File: config.mk
export PLATFORM = sky130hd
export DESIGN_NAME = rob_uid_alloc_ctrl_flat
export DESIGN_NICKNAME = d
export VERILOG_FILES = /design/src/rtl/rob_uid_alloc_if.sv /design/src/rtl/rob_uid_alloc_ctrl.sv /design/src/flat_wrapper.sv
export SDC_FILE = /design/constraint.sdc
export NUM_CORES = 1
export LEC_CHECK = 0
export CORE_MARGIN = 2
export CORE_UTILIZATION = 53
export CTS_CLUSTER_SIZE = 16
export DETAILED_ROUTE_END_ITERATION = 6
export GPL_ROUTABILITY_DRIVEN = 0
export PLACE_DENSITY = 0.7
export REMOVE_ABC_BUFFERS = 1
export SYNTH_ARGS = -nofsm -noshare
export SYNTH_HDL_FRONTEND = slang
export SYNTH_SLANG_ARGS = --single-unit
File: constraint.sdc
create_clock -name clk -period 20.7 [get_ports clk]
set_clock_uncertainty 0.1 [all_clocks]
set_input_delay 2.07 -clock clk [delete_from_list [all_inputs] [get_ports clk]]
set_output_delay 2.07 -clock clk [all_outputs]
set_load 0.01 [all_outputs]
File: src/rtl/rob_uid_alloc_if.sv
// rob_uid_alloc_if
//   Bundles the request, grant and free/retire signals of the ROB unique-ID
//   allocation controller.
//   master : requester side (AR/AW channel logic and retire path)
//   slave  : the allocation controller itself
//   Signals:
//     rd_req_valid/rd_req_id/rd_req_ready   AR uid request handshake
//     wr_req_valid/wr_req_id/wr_req_ready   AW uid request handshake
//     grant_valid/grant_is_wr/grant_orig_id/grant_uid   one-cycle grant report
//     free_valid/free_uid                    retire one transaction
//     free_err                               retire hit an unallocated row
//     rows_used                              number of allocated rows
interface rob_uid_alloc_if #(
  parameter int ID_WIDTH        = 4,
  parameter int MAX_OUTSTANDING = 16
);
  localparam int IDX_W = $clog2(MAX_OUTSTANDING);

  logic                 rd_req_valid;
  logic [ID_WIDTH-1:0]  rd_req_id;
  logic                 rd_req_ready;
  logic                 wr_req_valid;
  logic [ID_WIDTH-1:0]  wr_req_id;
  logic                 wr_req_ready;
  logic                 grant_valid;
  logic                 grant_is_wr;
  logic [ID_WIDTH-1:0]  grant_orig_id;
  logic [2*IDX_W-1:0]   grant_uid;
  logic                 free_valid;
  logic [2*IDX_W-1:0]   free_uid;
  logic                 free_err;
  logic [IDX_W:0]       rows_used;

  modport master (
    output rd_req_valid, rd_req_id,
    input  rd_req_ready,
    output wr_req_valid, wr_req_id,
    input  wr_req_ready,
    input  grant_valid, grant_is_wr, grant_orig_id, grant_uid,
    output free_valid, free_uid,
    input  free_err, rows_used
  );

  modport slave (
    input  rd_req_valid, rd_req_id,
    output rd_req_ready,
    input  wr_req_valid, wr_req_id,
    output wr_req_ready,
    output grant_valid, grant_is_wr, grant_orig_id, grant_uid,
    input  free_valid, free_uid,
    output free_err, rows_used
  );
endinterface

File: src/rtl/rob_uid_alloc_ctrl.sv
// rob_uid_alloc_ctrl
//   Allocation controller for the ROB unique-ID remap table. AR and AW
//   requesters are arbitrated; each {channel, original ID} key is bound to
//   one table row while it has transactions in flight. A grant hands out
//   uid = {row, col}, col being the row's issue sequence number. Retiring
//   responses free one in-flight slot of a row; the row is released when its
//   in-flight count reaches zero.
//   Ports:
//     clk   clock
//     rst   synchronous active-high reset
//     bus   rob_uid_alloc_if.slave (requests, readies, grant, free, status)
module rob_uid_alloc_ctrl #(
  parameter int ID_WIDTH        = 4,
  parameter int MAX_OUTSTANDING = 16
) (
  input  logic           clk,
  input  logic           rst,
  rob_uid_alloc_if.slave bus
);
  localparam int IDX_W = $clog2(MAX_OUTSTANDING);
  localparam int CNT_W = IDX_W + 1;
  localparam int UID_W = 2 * IDX_W;
  localparam logic [CNT_W-1:0] CNT_MAX  = CNT_W'(MAX_OUTSTANDING);
  localparam logic [CNT_W-1:0] CNT_ONE  = {{(CNT_W-1){1'b0}}, 1'b1};
  localparam logic [CNT_W-1:0] CNT_ZERO = {CNT_W{1'b0}};
  localparam logic [IDX_W-1:0] IDX_ONE  = {{(IDX_W-1){1'b0}}, 1'b1};
  localparam logic [IDX_W-1:0] IDX_ZERO = {IDX_W{1'b0}};

  // Index of the lowest set bit (0 when the vector is empty; callers qualify with |vec).
  function automatic logic [IDX_W-1:0] lowest_set(input logic [MAX_OUTSTANDING-1:0] vec);
    logic [IDX_W-1:0] idx;
    idx = IDX_ZERO;
    for (int r = MAX_OUTSTANDING - 1; r >= 0; r--) begin
      idx = vec[r] ? IDX_W'(r) : idx;
    end
    return idx;
  endfunction

  // Number of set bits, sized for the rows_used output.
  function automatic logic [CNT_W-1:0] popcount(input logic [MAX_OUTSTANDING-1:0] vec);
    logic [CNT_W-1:0] sum;
    sum = CNT_ZERO;
    for (int r = 0; r < MAX_OUTSTANDING; r++) begin
      sum = sum + {{(CNT_W-1){1'b0}}, vec[r]};
    end
    return sum;
  endfunction

  // Row table state
  logic [MAX_OUTSTANDING-1:0] alloc_r;
  logic [MAX_OUTSTANDING-1:0] is_wr_r;
  logic [ID_WIDTH-1:0]        id_r   [MAX_OUTSTANDING];
  logic [IDX_W-1:0]           head_r [MAX_OUTSTANDING];
  logic [CNT_W-1:0]           cnt_r  [MAX_OUTSTANDING];
  logic                       last_wr_r;

  // Next-state of the row table
  logic [MAX_OUTSTANDING-1:0] alloc_nxt_s;
  logic [MAX_OUTSTANDING-1:0] is_wr_nxt_s;
  logic [ID_WIDTH-1:0]        id_nxt_s   [MAX_OUTSTANDING];
  logic [IDX_W-1:0]           head_nxt_s [MAX_OUTSTANDING];
  logic [CNT_W-1:0]           cnt_nxt_s  [MAX_OUTSTANDING];

  // Registered outputs
  logic                grant_valid_r;
  logic                grant_is_wr_r;
  logic [ID_WIDTH-1:0] grant_orig_id_r;
  logic [UID_W-1:0]    grant_uid_r;
  logic                free_err_r;
  logic [CNT_W-1:0]    rows_used_r;

  // Lookup / arbitration
  logic [MAX_OUTSTANDING-1:0] rd_match_s;
  logic [MAX_OUTSTANDING-1:0] wr_match_s;
  logic                       rd_hit_s;
  logic                       wr_hit_s;
  logic [IDX_W-1:0]           rd_hit_row_s;
  logic [IDX_W-1:0]           wr_hit_row_s;
  logic                       free_any_s;
  logic [IDX_W-1:0]           free_row_s;
  logic                       rd_srv_s;
  logic                       wr_srv_s;
  logic                       rd_elig_s;
  logic                       wr_elig_s;
  logic                       rd_ready_s;
  logic                       wr_ready_s;

  // Accepted request
  logic                acc_valid_s;
  logic                acc_is_wr_s;
  logic [ID_WIDTH-1:0] acc_id_s;
  logic                acc_hit_s;
  logic [IDX_W-1:0]    acc_hit_row_s;
  logic [IDX_W-1:0]    acc_row_s;
  logic [IDX_W-1:0]    acc_col_s;

  // Retire path
  logic [IDX_W-1:0]           free_idx_s;
  logic [IDX_W-1:0]           free_col_unused_s;
  logic                       free_hit_s;
  logic                       free_bad_s;
  logic [MAX_OUTSTANDING-1:0] row_inc_s;
  logic [MAX_OUTSTANDING-1:0] row_dec_s;

  // Key comparison per row; channels are separate ID namespaces.
  always_comb begin
    rd_match_s = {MAX_OUTSTANDING{1'b0}};
    wr_match_s = {MAX_OUTSTANDING{1'b0}};
    for (int r = 0; r < MAX_OUTSTANDING; r++) begin
      rd_match_s[r] = alloc_r[r] & ~is_wr_r[r] & (id_r[r] == bus.rd_req_id);
      wr_match_s[r] = alloc_r[r] &  is_wr_r[r] & (id_r[r] == bus.wr_req_id);
    end
  end

  assign rd_hit_s     = |rd_match_s;
  assign wr_hit_s     = |wr_match_s;
  assign rd_hit_row_s = lowest_set(rd_match_s);
  assign wr_hit_row_s = lowest_set(wr_match_s);
  assign free_any_s   = ~&alloc_r;
  assign free_row_s   = lowest_set(~alloc_r);

  // A hit row that is full stalls its channel; it never falls back to a new row.
  assign rd_srv_s  = rd_hit_s ? (cnt_r[rd_hit_row_s] < CNT_MAX) : free_any_s;
  assign wr_srv_s  = wr_hit_s ? (cnt_r[wr_hit_row_s] < CNT_MAX) : free_any_s;
  assign rd_elig_s = bus.rd_req_valid & rd_srv_s & ~rst;
  assign wr_elig_s = bus.wr_req_valid & wr_srv_s & ~rst;

  // On a tie the channel that did not win last time goes first.
  assign rd_ready_s = rd_elig_s & (~wr_elig_s |  last_wr_r);
  assign wr_ready_s = wr_elig_s & (~rd_elig_s | ~last_wr_r);

  assign acc_valid_s   = rd_ready_s | wr_ready_s;
  assign acc_is_wr_s   = wr_ready_s;
  assign acc_id_s      = wr_ready_s ? bus.wr_req_id  : bus.rd_req_id;
  assign acc_hit_s     = wr_ready_s ? wr_hit_s       : rd_hit_s;
  assign acc_hit_row_s = wr_ready_s ? wr_hit_row_s   : rd_hit_row_s;
  assign acc_row_s     = acc_hit_s  ? acc_hit_row_s  : free_row_s;
  assign acc_col_s     = acc_hit_s  ? head_r[acc_hit_row_s] : IDX_ZERO;

  // Only the row field of a retired uid matters.
  assign free_idx_s        = bus.free_uid[UID_W-1:IDX_W];
  assign free_col_unused_s = bus.free_uid[IDX_W-1:0];
  assign free_hit_s        = bus.free_valid &  alloc_r[free_idx_s];
  assign free_bad_s        = bus.free_valid & ~alloc_r[free_idx_s];

  // Per-row increment (accept) and decrement (valid free) strobes.
  always_comb begin
    row_inc_s = {MAX_OUTSTANDING{1'b0}};
    row_dec_s = {MAX_OUTSTANDING{1'b0}};
    for (int r = 0; r < MAX_OUTSTANDING; r++) begin
      row_inc_s[r] = acc_valid_s & (acc_row_s  == IDX_W'(r));
      row_dec_s[r] = free_hit_s  & (free_idx_s == IDX_W'(r));
    end
  end

  // Row table next-state: allocate, issue, retire and release.
  always_comb begin
    alloc_nxt_s = alloc_r;
    is_wr_nxt_s = is_wr_r;
    for (int r = 0; r < MAX_OUTSTANDING; r++) begin
      id_nxt_s[r]   = id_r[r];
      head_nxt_s[r] = head_r[r];
      cnt_nxt_s[r]  = cnt_r[r];
      case ({row_inc_s[r], row_dec_s[r]})
        2'b10: begin
          if (acc_hit_s) begin
            head_nxt_s[r] = head_r[r] + IDX_ONE;
            cnt_nxt_s[r]  = cnt_r[r] + CNT_ONE;
          end else begin
            alloc_nxt_s[r] = 1'b1;
            is_wr_nxt_s[r] = acc_is_wr_s;
            id_nxt_s[r]    = acc_id_s;
            head_nxt_s[r]  = IDX_ONE;
            cnt_nxt_s[r]   = CNT_ONE;
          end
        end
        2'b01: begin
          cnt_nxt_s[r] = cnt_r[r] - CNT_ONE;
          if (cnt_r[r] == CNT_ONE) begin
            alloc_nxt_s[r] = 1'b0;
            head_nxt_s[r]  = IDX_ZERO;
          end else begin
            alloc_nxt_s[r] = 1'b1;
          end
        end
        // A decrement needs an allocated row, so this is always an issue on a hit row:
        // the count nets out and only the column advances.
        2'b11: begin
          head_nxt_s[r] = head_r[r] + IDX_ONE;
        end
        default: begin
          cnt_nxt_s[r] = cnt_r[r];
        end
      endcase
    end
  end

  // Table, arbitration history and registered outputs.
  always_ff @(posedge clk) begin
    if (rst) begin
      alloc_r <= {MAX_OUTSTANDING{1'b0}};
      is_wr_r <= {MAX_OUTSTANDING{1'b0}};
      for (int r = 0; r < MAX_OUTSTANDING; r++) begin
        id_r[r]   <= {ID_WIDTH{1'b0}};
        head_r[r] <= IDX_ZERO;
        cnt_r[r]  <= CNT_ZERO;
      end
      last_wr_r       <= 1'b1;
      grant_valid_r   <= 1'b0;
      grant_is_wr_r   <= 1'b0;
      grant_orig_id_r <= {ID_WIDTH{1'b0}};
      grant_uid_r     <= {UID_W{1'b0}};
      free_err_r      <= 1'b0;
      rows_used_r     <= CNT_ZERO;
    end else begin
      alloc_r <= alloc_nxt_s;
      is_wr_r <= is_wr_nxt_s;
      for (int r = 0; r < MAX_OUTSTANDING; r++) begin
        id_r[r]   <= id_nxt_s[r];
        head_r[r] <= head_nxt_s[r];
        cnt_r[r]  <= cnt_nxt_s[r];
      end
      if (acc_valid_s) begin
        last_wr_r       <= acc_is_wr_s;
        grant_is_wr_r   <= acc_is_wr_s;
        grant_orig_id_r <= acc_id_s;
        grant_uid_r     <= {acc_row_s, acc_col_s};
      end else begin
        last_wr_r       <= last_wr_r;
      end
      grant_valid_r <= acc_valid_s;
      free_err_r    <= free_bad_s;
      rows_used_r   <= popcount(alloc_nxt_s);
    end
  end

  assign bus.rd_req_ready  = rd_ready_s;
  assign bus.wr_req_ready  = wr_ready_s;
  assign bus.grant_valid   = grant_valid_r;
  assign bus.grant_is_wr   = grant_is_wr_r;
  assign bus.grant_orig_id = grant_orig_id_r;
  assign bus.grant_uid     = grant_uid_r;
  assign bus.free_err      = free_err_r;
  assign bus.rows_used     = rows_used_r;
endmodule

File: src/flat_wrapper.sv
// flat-port wrapper written by rule: the top's interface ports become plain ports
module rob_uid_alloc_ctrl_flat 
#(
  parameter int ID_WIDTH        = 4,
  parameter int MAX_OUTSTANDING = 16
)
  (clk, rst, bus_rd_req_valid, bus_rd_req_id, bus_rd_req_ready, bus_wr_req_valid, bus_wr_req_id, bus_wr_req_ready, bus_grant_valid, bus_grant_is_wr, bus_grant_orig_id, bus_grant_uid, bus_free_valid, bus_free_uid, bus_free_err, bus_rows_used);
  rob_uid_alloc_if #(.ID_WIDTH(ID_WIDTH), .MAX_OUTSTANDING(MAX_OUTSTANDING)) bus_i ();
  input  logic clk;
  input  logic rst;
  input wire logic [$bits(bus_i.rd_req_valid)-1:0] bus_rd_req_valid;
  input wire logic [$bits(bus_i.rd_req_id)-1:0] bus_rd_req_id;
  output wire logic [$bits(bus_i.rd_req_ready)-1:0] bus_rd_req_ready;
  input wire logic [$bits(bus_i.wr_req_valid)-1:0] bus_wr_req_valid;
  input wire logic [$bits(bus_i.wr_req_id)-1:0] bus_wr_req_id;
  output wire logic [$bits(bus_i.wr_req_ready)-1:0] bus_wr_req_ready;
  output wire logic [$bits(bus_i.grant_valid)-1:0] bus_grant_valid;
  output wire logic [$bits(bus_i.grant_is_wr)-1:0] bus_grant_is_wr;
  output wire logic [$bits(bus_i.grant_orig_id)-1:0] bus_grant_orig_id;
  output wire logic [$bits(bus_i.grant_uid)-1:0] bus_grant_uid;
  input wire logic [$bits(bus_i.free_valid)-1:0] bus_free_valid;
  input wire logic [$bits(bus_i.free_uid)-1:0] bus_free_uid;
  output wire logic [$bits(bus_i.free_err)-1:0] bus_free_err;
  output wire logic [$bits(bus_i.rows_used)-1:0] bus_rows_used;
  assign bus_i.rd_req_valid = bus_rd_req_valid;
  assign bus_i.rd_req_id = bus_rd_req_id;
  assign bus_rd_req_ready = bus_i.rd_req_ready;
  assign bus_i.wr_req_valid = bus_wr_req_valid;
  assign bus_i.wr_req_id = bus_wr_req_id;
  assign bus_wr_req_ready = bus_i.wr_req_ready;
  assign bus_grant_valid = bus_i.grant_valid;
  assign bus_grant_is_wr = bus_i.grant_is_wr;
  assign bus_grant_orig_id = bus_i.grant_orig_id;
  assign bus_grant_uid = bus_i.grant_uid;
  assign bus_i.free_valid = bus_free_valid;
  assign bus_i.free_uid = bus_free_uid;
  assign bus_free_err = bus_i.free_err;
  assign bus_rows_used = bus_i.rows_used;
  rob_uid_alloc_ctrl #(.ID_WIDTH(ID_WIDTH), .MAX_OUTSTANDING(MAX_OUTSTANDING)) u_core (.clk(clk), .rst(rst), .bus(bus_i));
endmodule
==> impl_metrics.sql, run 1 <==
INSERT INTO impl_metrics (metric_group, metric, value, unit) VALUES
('placed_design', 'numPlacedInstances', '2730', ''),
('grt', 'grt.overflow.total', '0', ''),
('clock_tree', 'hold_bufs_inserted_after_cts', '0', ''),
('finish', 'syn_to_final_growth', '8.25', '%'),
('placed_design', 'placement.setup.worst_slack', '6910', 'ps'),
('synthesis', 'synth_top_area_frac', '0.282', ''),
('finish', 'finish.net_count', '2472', ''),
('worst_setup_path', 'r2r_setup_slack', '10010', 'ps'),
('route', 'drtPass1Iterations', '6', ''),
('hold_path', 'timing.hold.worst_path_depth', '2', ''),
('power_and_ir_drop', 'power.density', '59.5', 'nW/µm²'),
('synthesis', 'syn_avg_cell_area', '7.92', 'µm²'),
('clock_tree', 'clk-insertion-delay-late', '590', 'ps'),
('clock_tree', 'tritoncts', 'built', ''),
('grt', 'grt_first_pass_wirelength', '86800', 'µm'),
('worst_setup_path', 'cp_slowest_stage_delay', '1100', 'ps'),
('worst_setup_path', 'arrival', '13700', 'ps'),
('synthesis', 'synth_sequential_area_ratio', '0.282', ''),
('worst_setup_path', 'r2r-end', 'u_core.bus.rows_used[2]', ''),
('worst_setup_path', 'critical_path.most_common_cell', 'sky130_fd_sc_hd__fa_1', ''),
('worst_setup_path', 'critical_path_required', '21030', 'ps'),
('die', 'initial_core_utilization', '0.538', ''),
('timing', 'worst_slew_slack_as_a_fraction_of_its_limit', '0.209', ''),
('clock_tree', 'clock_tree.buffer_depth', '3', ''),
('worst_setup_path', 'critical_path.endpoint_type', 'flop', ''),
('placed_design', 'dp_hpwl', '38800', 'µm'),
('grt', 'grt_max_degree', '100', ''),
('power_and_ir_drop', 'p_int', '885', 'µW'),
('power_and_ir_drop', 'power.ir.vdd_worst', '0.0673', 'mV'),
('timing', 'worst_slack', '7330', 'ps'),
('synthesis', 'leading_post_synthesis_cells_by_cell_area', 'sky130_fd_sc_hd__dfxtp_1, sky130_fd_sc_hd__ha_1, sky130_fd_sc_hd__nor2_1', ''),
('timing', 'rsz0062_at_grt', 'no', ''),
('timing', 'timing.final.setup_violations', '0', ''),
('power_and_ir_drop', 'share_comb_of_total_power', '0.091', ''),
('clock_tree', 'clkSlewWorstSetupHoldPaths', '60', 'ps'),
('worst_setup_path', 'timing.critical_path.from', 'bus_rd_req_id[3]', ''),
('hold_path', 'hold_path_class', 'reg2reg', ''),
('die', 'overall_die_area', '36500', 'µm²'),
('die', 'dieHeight', '191', 'µm'),
('finish', 'postLayoutCoreUtil', '0.583', ''),
('finish', 'layoutNonFillerInstCount', '2787', ''),
('timing', 'final.setup.tns', '0', 'ps'),
('clock_tree', 'clock-root-buffer', 'sky130_fd_sc_hd__clkbuf_16', ''),
('grt', 'number_of_global_route_vias_before_repair', '16238', ''),
('synthesis', 'yosysWarnings', '0', ''),
('clock_tree', 'cts_repair_resize_count', '0', ''),
('route', 'wirelength', '55100', 'µm'),
('worst_setup_path', 'timing.critical_path.max_delay_family', 'adder cells', ''),
('worst_setup_path', 'critical_path.reg2reg.startpoint', 'u_core.alloc_r[1]', ''),
('grt', 'number_of_antenna_violations_at_the_first_check_in_global_routing', '0', ''),
('synthesis', 'yosys_register_bits', '261', ''),
('timing', 'final_min_period_over_clock_period', '0.646', ''),
('timing', 'timing.final.hold_violations', '0', ''),
('synthesis', 'synth-main-ff-cell', 'sky130_fd_sc_hd__dfxtp_1', ''),
('hold_path', 'hold_start', 'u_core.bus.grant_uid[2]', ''),
('worst_setup_path', 'critical_path.startpoint_type', 'input port', ''),
('synthesis', 'share_of_flip_flops_with_an_asynchronous_set_or_reset_after_synthesis', '0', ''),
('route', 'routed-via-count', '17737', ''),
('worst_setup_path', 'worst-r2r-cell-count', '30', ''),
('worst_setup_path', 'timing_worst_setup_path_type', 'in2reg', ''),
('grt', 'grt_usage', '0.296', ''),
('power_and_ir_drop', 'clkPwrFrac', '0.476', ''),
('timing', 'finalWorstPathRequiredPeriod', '13370', 'ps'),
('route', 'postRouteAntennaNets', '0', ''),
('synthesis', 'post_synth_inst_count', '2340', ''),
('synthesis', 'synth_top_cell_by_area', 'sky130_fd_sc_hd__dfxtp_1', ''),
('status', 'outcome', 'complete, no violations', ''),
('clock_tree', 'post_cts_buffers', '0', ''),
('power_and_ir_drop', 'total_power', '1.19', 'mW'),
('timing', 'achievable-frequency', '74.8', 'MHz'),
('timing', 'max_slew.worst_pin.slew', '1190', 'ps');
-- routing by layer --
layer	GRT usage	up-vias	part of all wire
li1	-	8451	-
met1	0.387	8415	0.43
met2	0.474	709	0.45
met3	0.0531	162	0.079
met4	0.137	0	0.045
met5	0	-	0
-- kinds of logic (layout without fill, tap and decap cells) --
logic type / after synthesis / count (layout) / share of synthesized area
AND/OR/NAND/NOR: 855 / 855 / 0.235
buffers and inverters: 256 / 247 / 0.0609
flip-flops: 261 / 261 / 0.282
multiplexers: 67 / 67 / 0.0445
XOR/XNOR: 85 / 85 / 0.0401
other: 0 / 1 / 0
adder cells (fa/ha/maj): 143 / 143 / 0.101
AO/OA/AOI/OAI: 673 / 673 / 0.237
-- Yosys cell counts (10+ instances only) --
master                       n
sky130_fd_sc_hd__inv_1     129
sky130_fd_sc_hd__nand2_1   148
sky130_fd_sc_hd__and3_1     48
sky130_fd_sc_hd__ha_1      133
sky130_fd_sc_hd__fa_1       10
sky130_fd_sc_hd__and4_1     14
sky130_fd_sc_hd__xor2_1     58
sky130_fd_sc_hd__and2_1     12
sky130_fd_sc_hd__nor2_1    303
sky130_fd_sc_hd__clkbuf_1   70
sky130_fd_sc_hd__buf_4      15
sky130_fd_sc_hd__mux2i_1    44
sky130_fd_sc_hd__o211ai_1   18
sky130_fd_sc_hd__a221oi_1   17
sky130_fd_sc_hd__nor4bb_1   14
sky130_fd_sc_hd__nand3b_1   28
sky130_fd_sc_hd__o21ai_0   128
sky130_fd_sc_hd__dfxtp_1   261
sky130_fd_sc_hd__nand3_1    61
sky130_fd_sc_hd__nand2b_1   25
sky130_fd_sc_hd__xnor2_1    27
sky130_fd_sc_hd__a21oi_1   205
sky130_fd_sc_hd__nor3_1     77
sky130_fd_sc_hd__o32ai_1    19
sky130_fd_sc_hd__a211oi_1   73
sky130_fd_sc_hd__mux4_2     10
sky130_fd_sc_hd__o21a_1     12
sky130_fd_sc_hd__buf_2      21
sky130_fd_sc_hd__nand4_1    22
sky130_fd_sc_hd__a22oi_1    28
sky130_fd_sc_hd__a31o_2     11
sky130_fd_sc_hd__a31oi_1    45
sky130_fd_sc_hd__nor2b_1    25
sky130_fd_sc_hd__buf_6      10
sky130_fd_sc_hd__or3_1      15
-- worst min-delay path, stage by stage, from the launching register on --
cell	delay [ps]
sky130_fd_sc_hd__dfxtp_1	310
sky130_fd_sc_hd__nand2_1	50
sky130_fd_sc_hd__nand3_1	50
-- state kept, by name, summed over array words and instances (netlist names) --
register	cells
u_core.bus.free_err	1
u_core.bus.grant_orig_id	4
u_core.bus.grant_is_wr	1
u_core.bus.grant_valid	1
u_core.last_wr_r	1
u_core.id_r	64
u_core.bus.rows_used	5
u_core.is_wr_r	16
u_core.alloc_r	16
u_core.bus.grant_uid	8
u_core.head_r	64
u_core.cnt_r	80
-- power by group through the flow --
stage | sequential (mW) | combinational [mW] | clock, mW
6_report | 0.517 | 0.109 | 0.569
5_1_grt | 0.517 | 0.118 | 0.596
4_1_cts | 0.516 | 0.108 | 0.577
3_5_place_dp | 0.527 | 0.107 | 0
3_3_place_gp | 0.527 | 0.105 | 0
2_1_floorplan | 0.526 | 0.0586 | 0
-- cell usage in the layout, fill, tap and decap left out, drive strengths merged, types with 58 or more instances in the layout --
cell,count
o21ai,137
a21oi,211
dfxtp,261
inv,135
ha,133
nor3,82
xor2,58
nand3,63
a211oi,74
nor2,311
nand2,149
-- worst min-delay path by stage --
stage | to | slack [ps]
after floorplan | u_core.head_r[14][2] | 340
after global placement | u_core.head_r[15][2] | 360
after detailed placement | u_core.bus.grant_uid[2] | 360
after CTS | u_core.bus.grant_uid[2] | 370
after global routing | u_core.head_r[7][2] | 410
final | u_core.bus.grant_uid[2] | 370
-- layout make-up --
type	instances	area, µm²
Antenna cell	1	2.50
Clock buffer	45	908
Clock inverter	11	143
Fill cell	3110	14400
Inverter	136	510
Multi-Input combinational cell	1823	12200
Sequential cell	261	5230
Tap cell	455	569
Timing Repair Buffer	55	509
Power figures use the tool's default switching activity.
==> run 2: changes to the inputs <==
--- a/config.mk
+++ b/config.mk
@@ -10,7 +10,7 @@
 export CTS_CLUSTER_SIZE = 16
 export DETAILED_ROUTE_END_ITERATION = 6
 export GPL_ROUTABILITY_DRIVEN = 0
-export PLACE_DENSITY = 0.7
+export PLACE_DENSITY = 0.73
 export REMOVE_ABC_BUFFERS = 1
 export SYNTH_ARGS = -nofsm -noshare
 export SYNTH_HDL_FRONTEND = slang
==> constraint.sdc (replaced) <==
create_clock -name clk -period 11.3 [get_ports clk]
set_clock_uncertainty 0.1 [all_clocks]
set_input_delay 1.13 -clock clk [delete_from_list [all_inputs] [get_ports clk]]
set_output_delay 1.13 -clock clk [all_outputs]
set_load 0.01 [all_outputs]
==> run 2 against run 1 <==
  * Cell count rose by 0.50%
  * Routed wire length fell by 0.11%
  * Highest routed layer unchanged
  * Worst hold slack got worse by 2.2 ps
  * Critical endpoint is now u_core.bus.rows_used[4]
==> impl_metrics.sql, run 2 (synthesis gave the netlist of run 1 again) <==
INSERT INTO impl_metrics (metric_group, metric, value, unit) VALUES
('timing', 'final.setup.tns', '0', 'ps'),
('finish', 'syn_to_final_growth', '8.91', '%'),
('grt', 'grt_first_pass_wirelength', '86800', 'µm'),
('finish', 'final_common_cell', 'sky130_fd_sc_hd__nor2_1', ''),
('worst_setup_path', 'critical_path_peak_fanout', '16', ''),
('power_and_ir_drop', 'clkPwrFrac', '0.477', ''),
('finish', 'biggestRegsByFlops', 'u_core.cnt_r: 80 flops, u_core.head_r: 64 flops, u_core.id_r: 64 flops', ''),
('placed_design', 'dp_hpwl', '39300', 'µm'),
('route', 'routed-via-count', '17892', ''),
('status', 'outcome', 'complete, no violations', ''),
('timing', 'timing.final.setup_violations', '0', ''),
('power_and_ir_drop', 'p_leak', '7.88', 'nW'),
('die', 'initial_core_utilization', '0.538', ''),
('worst_setup_path', 'critical_path.startpoint_type', 'input port', ''),
('route', 'via_density', '6.39', ''),
('power_and_ir_drop', 'power.ir.vdd_worst', '0.155', 'mV'),
('route', 'postRouteAntennaNets', '0', ''),
('grt', 'grt_max_degree', '160', ''),
('power_and_ir_drop', 'seq_power_share', '0.431', ''),
('flow_run', 'maxCapViolations', '0', ''),
('clock_tree', 'numCtsBuffers', '31', ''),
('die', 'core', '34500', 'µm²'),
('power_and_ir_drop', 'total_power', '2.20', 'mW'),
('finish', 'final_cell_mix', 'sky130_fd_sc_hd__nor2_1, sky130_fd_sc_hd__dfxtp_1, sky130_fd_sc_hd__a21oi_1', ''),
('clock_tree', 'clk-insertion-delay-late', '600', 'ps'),
('grt', 'grt.overflow.total', '0', ''),
('power_and_ir_drop', 'total_switching_power', '575', 'µW'),
('worst_setup_path', 'worst_path_max_delay_cell', 'sky130_fd_sc_hd__clkdlybuf4s50_1', ''),
('clock_tree', 'cts_repair_resize_count', '0', ''),
('timing', 'timing_max_transition_violations_final', '0', ''),
('route', 'wirelength', '55000', 'µm'),
('route', 'drt-initial-drc-count', '1725', ''),
('clock_tree', 'hold_bufs_inserted_after_cts', '0', ''),
('timing', 'finalWorstPathRequiredPeriod', '10550', 'ps'),
('die', 'overall_die_area', '36500', 'µm²'),
('timing', 'achievable-frequency', '94.8', 'MHz'),
('finish', 'num_antenna_cells', '0', ''),
('die', 'boundaryPins', '43', ''),
('timing', 'timing.final.hold_violations', '0', ''),
('power_and_ir_drop', 'switching_share', '0.262', ''),
('hold_path', 'hold_path_class', 'reg2reg', ''),
('finish', 'largest_reg_flops', '80', ''),
('power_and_ir_drop', 'p_int', '1.62', 'mW'),
('timing', 'hold-worst-slack', '367', 'ps'),
('worst_setup_path', 'arrival', '10880', 'ps'),
('worst_setup_path', 'critical_path_required', '11640', 'ps'),
('die', 'dieHeight', '191', 'µm'),
('timing', 'rsz0062_at_grt', 'no', ''),
('die', 'placementRows', '68', ''),
('route', 'wire_per_inst', '19.6', 'µm'),
('finish', 'postLayoutCoreUtil', '0.586', ''),
('placed_design', 'port-buffer-count', '38', ''),
('clock_tree', 'cts.htree.levels', '1', ''),
('grt', 'number_of_global_route_vias_before_repair', '16290', ''),
('die', 'dieWidth', '191', 'µm'),
('worst_setup_path', 'cp_slowest_stage_delay', '810', 'ps'),
('timing', 'final_min_period_over_clock_period', '0.933', ''),
('route', 'post-route-drc-count', '0', ''),
('grt', 'number_of_antenna_violations_at_the_first_check_in_global_routing', '0', ''),
('finish', 'largest_register', 'u_core.cnt_r', ''),
('worst_setup_path', 'critical_path.most_common_cell', 'sky130_fd_sc_hd__fa_1', ''),
('clock_tree', 'tritoncts', 'built', ''),
('clock_tree', 'clock-root-buffer', 'sky130_fd_sc_hd__clkbuf_16', ''),
('worst_setup_path', 'critical_path.endpoint_type', 'flop', ''),
('power_and_ir_drop', 'share_comb_of_total_power', '0.093', ''),
('power_and_ir_drop', 'power.density', '109', 'nW/µm²'),
('finish', 'finish.net_count', '2486', ''),
('clock_tree', 'post_cts_buffers', '0', ''),
('timing', 'max_slew.worst_pin.slew', '1190', 'ps'),
('clock_tree', 'clkSlewWorstSetupHoldPaths', '60', 'ps'),
('clock_tree', 'clock_tree.buffer_depth', '3', ''),
('worst_setup_path', 'timing_worst_setup_path_type', 'in2reg', ''),
('grt', 'grt_usage', '0.294', ''),
('route', 'drtPass1Iterations', '7', ''),
('timing', 'worst_slew_slack_as_a_fraction_of_its_limit', '0.205', ''),
('clock_tree', 'clkSinkCount', '261', ''),
('finish', 'final_layout_size_suffix_gt1_frac', '0.0742', '');
run 2: cell types whose count changed in the layout (fill, tap and decap cells not counted), sizes merged:
cell / delta
diode: -1
clkinv: -2
clkinvlp: +2
buf: +14
clkbuf: -1
inv: +2
run 2: final cells by class:
type / instances / area [µm²]
Inverter: 136 / 510
Multi-Input combinational cell: 1823 / 12200
Sequential cell: 261 / 5230
Clock inverter: 13 / 164
Fill cell: 3099 / 14300
Timing Repair Buffer: 69 / 627
Tap cell: 455 / 569
Clock buffer: 44 / 895
run 2: worst paths after layout:
kind	startpoint	endpoint	slack, ps	depth (start not counted)
worst max-delay path	bus_wr_req_id[1]	u_core.bus.rows_used[4]	750	29
worst min-delay path	u_core.bus.grant_uid[2]	u_core.bus.grant_uid[2]	370	2
worst max register to register	u_core.id_r[3][8]	u_core.bus.rows_used[4]	1840	27
worst min register to register	u_core.bus.grant_uid[2]	u_core.bus.grant_uid[2]	370	2
run 2: worst max-delay path: cells and delay by family:
| family | cells | cell delay [ps] |
|---|---|---|
| fa+ha+maj | 7 | 3290 |
| xor+xnor | 1 | 70 |
| simple gates | 8 | 2480 |
| buf+inv | 5 | 1610 |
| compound gates | 7 | 1940 |
| mux | 1 | 360 |
run 2: layer usage:
layer  vias to the layer above  track usage  wire (µm)
met5                         -            0          0
met4                         0        0.114       2250
met3                       148       0.0448       4240
met2                       763        0.486      25400
met1                      8526        0.387      23200
li1                       8455            -          -
run 2: power groups by stage:
stage / Clock (mW) / Combinational (mW) / Sequential [mW]
after global routing: 1.09 / 0.220 / 0.947
after detailed placement: 0 / 0.200 / 0.966
after CTS: 1.06 / 0.201 / 0.946
final: 1.05 / 0.204 / 0.947
after global placement: 0 / 0.195 / 0.966
after floorplan: 0 / 0.107 / 0.964
run 2: stage by stage:
| stage | setup slack [ps] | cells | area (µm²) |
|---|---|---|---|
| after global routing | 241 | 2801 | 20200 |
| after global placement | 433 | 2744 | 19100 |
| after detailed placement | 311 | 2744 | 19100 |
| after CTS | 880 | 2801 | 20200 |
| final | 752 | 2801 | 20200 |
| after floorplan | -1290 | 2220 | 17900 |
